--- src/rtl/ddr_read_fifo.sv ---
`default_nettype none
// ============================================================================
// ddr_read_fifo : single-clock first-word-fall-through FIFO with prog_full
// Revision 1.0
// ============================================================================
module ddr_read_fifo #(
    parameter int ADDR_WIDTH       = 3,
    parameter int DATA_WIDTH       = 1,
    parameter int PROG_FULL_THRESH = 2**ADDR_WIDTH - 2
) (
    input  logic                  clk,
    input  logic                  srst,
    input  logic                  wr_en,
    input  logic [DATA_WIDTH-1:0] din,
    input  logic                  rd_en,
    output logic [DATA_WIDTH-1:0] dout,
    output logic                  full,
    output logic                  empty,
    output logic                  prog_full,
    output logic [ADDR_WIDTH:0]   count
);

    localparam int                DEPTH    = 2**ADDR_WIDTH;
    localparam logic [ADDR_WIDTH:0] C_DEPTH  = DEPTH[ADDR_WIDTH:0];
    localparam logic [ADDR_WIDTH:0] C_THRESH = PROG_FULL_THRESH[ADDR_WIDTH:0];
    localparam logic [ADDR_WIDTH:0] C_ONE    = {{ADDR_WIDTH{1'b0}}, 1'b1};
    localparam logic [ADDR_WIDTH-1:0] C_PTR_ONE = {{(ADDR_WIDTH-1){1'b0}}, 1'b1};

    logic [DATA_WIDTH-1:0] mem_q [DEPTH];
    logic [ADDR_WIDTH-1:0] wr_ptr_q, wr_ptr_d;
    logic [ADDR_WIDTH-1:0] rd_ptr_q, rd_ptr_d;
    logic [ADDR_WIDTH:0]   count_q, count_d;
    logic [DATA_WIDTH-1:0] dout_q, dout_d;

    logic                  wr_acc;
    logic                  rd_acc;
    logic [ADDR_WIDTH-1:0] rd_ptr_nxt;

    assign empty     = (count_q == '0);
    assign full      = (count_q == C_DEPTH);
    assign prog_full = (count_q >= C_THRESH);
    assign count     = count_q;
    assign dout      = dout_q;

    assign wr_acc     = wr_en && !full;
    assign rd_acc     = rd_en && !empty;
    assign rd_ptr_nxt = rd_ptr_q + C_PTR_ONE;

    // dout is a register so the head word is stable, reset to zero, and held on underflow
    always_comb begin
        wr_ptr_d = wr_ptr_q;
        rd_ptr_d = rd_ptr_q;
        count_d  = count_q;
        dout_d   = dout_q;

        if (wr_acc) begin
            wr_ptr_d = wr_ptr_q + C_PTR_ONE;
        end
        if (rd_acc) begin
            rd_ptr_d = rd_ptr_nxt;
        end

        case ({wr_acc, rd_acc})
            2'b10:   count_d = count_q + C_ONE;
            2'b01:   count_d = count_q - C_ONE;
            default: count_d = count_q;
        endcase

        if (empty) begin
            if (wr_acc) begin
                dout_d = din;
            end
        end else if (rd_acc) begin
            // Next head is already in memory unless the popped word was the last one
            if (count_q > C_ONE) begin
                dout_d = mem_q[rd_ptr_nxt];
            end else if (wr_acc) begin
                dout_d = din;
            end
        end
    end

    always_ff @(posedge clk) begin
        if (srst) begin
            wr_ptr_q <= '0;
            rd_ptr_q <= '0;
            count_q  <= '0;
            dout_q   <= '0;
        end else begin
            wr_ptr_q <= wr_ptr_d;
            rd_ptr_q <= rd_ptr_d;
            count_q  <= count_d;
            dout_q   <= dout_d;
        end
    end

    always_ff @(posedge clk) begin
        if (wr_acc && !srst) begin
            mem_q[wr_ptr_q] <= din;
        end
    end

endmodule
`default_nettype wire

--- config.mk ---
export PLATFORM = sky130hd
export DESIGN_NAME = ddr_read_fifo
export DESIGN_NICKNAME = d
export VERILOG_FILES = /design/src/rtl/ddr_read_fifo.sv
export SDC_FILE = /design/constraint.sdc
export NUM_CORES = 1
export LEC_CHECK = 0
export ABC_AREA = 1
export ABC_CLOCK_PERIOD_IN_PS = 1800
export CORE_ASPECT_RATIO = 0.8
export CORE_MARGIN = 2
export CORE_UTILIZATION = 48
export DETAILED_ROUTE_END_ITERATION = 10
export PLACE_DENSITY_LB_ADDON = 0.15
export SLEW_MARGIN = 40
export SYNTH_ARGS = -nofsm -noshare
export SYNTH_HDL_FRONTEND = slang
export SYNTH_SLANG_ARGS = --single-unit
--- constraint.sdc ---
create_clock -name clk -period 1.8 [get_ports clk]
set_input_delay 0.18 -clock clk [delete_from_list [all_inputs] [get_ports clk]]
set_output_delay 0.18 -clock clk [all_outputs]
set_load 0.05 [all_outputs]
==> impl_metrics.tcl <==
set metrics [dict create \
    core_um2 1940 \
    synth.area.top_cells "edfxtp_1, dfxtp_1, nand2_1" \
    timing.rr.end "mem_q[6]$_DFFE_PP_" \
    p_clk_frac 0.112 \
    synth-warning-count 0 \
    peakVddDrop_mv 1.29 \
    cp_cell_sequence "clkdlybuf4s50_1" \
    antenna_found_initial 0 \
    max_stage_delay_ns 0.83 \
    finalCritPeriodShare 0.941 \
    power_density_nw_per_um2 1440 \
    critPathSlowestCell "clkdlybuf4s50_1" \
    firstDrtPassIters 4 \
    initial_core_util 0.524 \
    fp.dieW_um 55.5 \
    p_sw_mw 0.813 \
    routabilityCongestion 0.921 \
    power_mw 1.86 \
    avgSynthCellArea_um2 8.09 \
    synth_area_leader_cell "edfxtp_1" \
    clock_latency_ns 0.29 \
    postSynthCellCount 126 \
    antenna_cells 0 \
    slew_headroom 0.671 \
    switching_share 0.437 \
    syn_to_final_growth_pct 26.4 \
    cp.arrival_ns 1.51 \
    critical_path.top_delay_family "buffers and inverters" \
    grt_pass1_vias 807 \
    r2r_start "count[1]$_SDFFE_PP0P_" \
    fill_cells 173 \
    yosysSeqAreaShare 0.452 \
    hpwl_um 1550 \
    cap_violations 0 \
    worstSetupStartpointType "flop" \
    syn-num-nets 138 \
    dr.first_iter.drc_count 19 \
    hold_buffers 0 \
    grtUsageTotal 0.182 \
    critPathCaptureType "primary output" \
    synth_area_um2 1020 \
    drt-wirelength-per-cell_um 11.4 \
    cts_root_buf "clkbuf_4" \
    die_y_um 45.2 \
    p_leak_nw 0.538 \
    worst-path-buf-inv 1 \
    internal-power_mw 1.05 \
    dr_total_vias 846 \
    path_max_fanout 4 \
    fp.dieArea_um2 2510 \
    rows 14 \
    postRouteAntennaNets 0 \
    clk_pin_slew_worst_paths_ns 0.10 \
    grt_pass1_wl_um 3450 \
    cp.required_ns 1.62 \
    layout_min_cycle_time_ns 1.69 \
    pwr-share-comb 0.559 \
    nets 158 \
    yosysTopAreaCellShare 0.236 \
    portBuffers 12 \
    cts.sinks 19 \
    holdPathEnd "dout$_SDFFE_PP0P_" \
    hold_depth 2 \
    max_freq_mhz 591 \
    fin_skew_ns 0.00728 \
    viasPerCell 5.01 \
    timing.hold.ws_ns 0.509 \
    critical_path_class "reg2out" \
    wl_um 1930 \
    cts_made_buffers 3 \
    reg2reg_depth 8 \
    synth-seq-cells 19 \
    hold_violations 0 \
    htree_num_levels 1 \
    r2r_setup_slack_ns 0.13 \
    status "completed" \
    cts_tree "yes" \
    tightest_slew_ns 0.492 \
    hold_class "reg2reg" \
    yosys.cell_types.count 23 \
    drcViolationCount 0 \
    pwr-share-seq 0.329 \
    setup_viol 0 \
    drv_slew 0 \
    clockBufferDepth 2 \
    grt_max_degree 12 \
    ioPinCount 13 \
    drive_gt1_frac 0.166 \
    min_from "dout$_SDFFE_PP0P_" \
    gr-total-overflow 0 \
]
==> layout make-up <==
type                            instances  area (µm²)  area share
Tap cell                               24        30.0      0.0233
Inverter                               18        67.6      0.0524
Timing Repair Buffer                   16         180       0.140
Multi-Input combinational cell         88         515       0.400
Sequential cell                        19         469       0.364
Clock buffer                            4        26.3      0.0204
==> timing repair <==
item	CTS	global route
buffers inserted	0	2
setup endpoints to repair	2	2
resized for setup	1	5
pin swaps	0	1
==> tightest hold or removal path, stage by stage, from the launching register on <==
cell	delay (ns)
dfxtp_1	0.34
nand3_1	0.08
a21oi_1	0.06
==> worst max-delay path by stage <==
stage,from,end,slack (ns),cells past startpoint
after detailed placement,count[1]$_SDFFE_PP0P_,count[3]$_SDFFE_PP0P_,0.008,10
after floorplan,count[2]$_SDFFE_PP0P_,count[3]$_SDFFE_PP0P_,0.01,10
after CTS,count[1]$_SDFFE_PP0P_,count[3]$_SDFFE_PP0P_,0.0001,10
final,count[2]$_SDFFE_PP0P_,count[2],0.11,1
after global placement,count[1]$_SDFFE_PP0P_,count[2]$_SDFFE_PP0P_,0.06,9
after global routing,count[1]$_SDFFE_PP0P_,mem_q[4]$_DFFE_PP_,-0.01,8
==> kinds of logic (layout without fill, tap and decap cells) <==
group | count (synthesis) | count (layout) | share of synthesized area
DFF | 19 | 19 | 0.452
AOI/OAI and AO/OA | 15 | 15 | 0.0834
xor gates and xnor gates | 3 | 3 | 0.0258
adders and majority gates | 7 | 7 | 0.0859
and+or+nand+nor | 63 | 63 | 0.283
buffers and inverters | 19 | 38 | 0.0699
==> cells in the mapped netlist <==
cell type,number
nand3_1,9
nand4_1,1
inv_1,16
nand2_4,1
nor3_1,8
a21oi_1,7
nand3b_1,1
nand2_2,2
nand2_1,24
o21ai_0,4
xor2_1,2
o21a_1,1
nor3b_1,1
or2_1,1
a211oi_1,3
ha_1,7
nor2_1,14
edfxtp_1,8
xnor2_1,1
dfxtp_1,11
inv_2,2
nand3_2,1
clkbuf_1,1
==> placed cells by master, fill, tap and decap left out, drive strengths merged <==
cell type      instances
clkbuf                 4
ha                     7
o21a                   1
a211oi                 3
nor3                   8
nand3b                 1
nand4                  1
inv                   18
xor2                   2
xnor2                  1
nor2                  14
nand3                 10
clkdlybuf4s50          9
dfxtp                 11
buf                    7
o21ai                  4
nand2                 27
a21oi                  7
edfxtp                 8
or2                    1
nor3b                  1
==> layer usage <==
metal,wire length [µm],GRT usage
met4,0,0.0439
met1,1040,0.257
met2,850,0.281
met3,47,0.0516
met5,0,0
==> power groups by stage <==
stage | Combinational [mW] | Sequential (mW) | Clock [mW]
after floorplan | 0.561 | 0.720 | 0
after global placement | 0.979 | 0.613 | 0
after detailed placement | 0.994 | 0.618 | 0
after global routing | 1.14 | 0.624 | 0.245
after CTS | 1.00 | 0.607 | 0.216
final | 1.04 | 0.612 | 0.207
==> flip-flops by register name (all words and copies together) (netlist names) <==
| name | flops |
|---|---|
| count | 4 |
| dout | 1 |
| mem_q | 8 |
| rd_ptr_q | 3 |
| wr_ptr_q | 3 |
==> through the flow <==
step / worst slack (ns) / instance area [µm²] / std cells / TNS, ns / utilization
after floorplan: 0.0121 / 1040 / 126 / 0 / -
after global placement: 0.0607 / 1230 / 163 / 0 / 0.634
after detailed placement: 0.00751 / 1230 / 163 / 0 / 0.634
after CTS: 0.000125 / 1260 / 167 / 0 / 0.649
after global routing: -0.0105 / 1290 / 169 / -0.0208 / 0.663
final: 0.107 / 1290 / 169 / 0 / 0.663
Note: power is estimated with default switching activity, not from simulation.
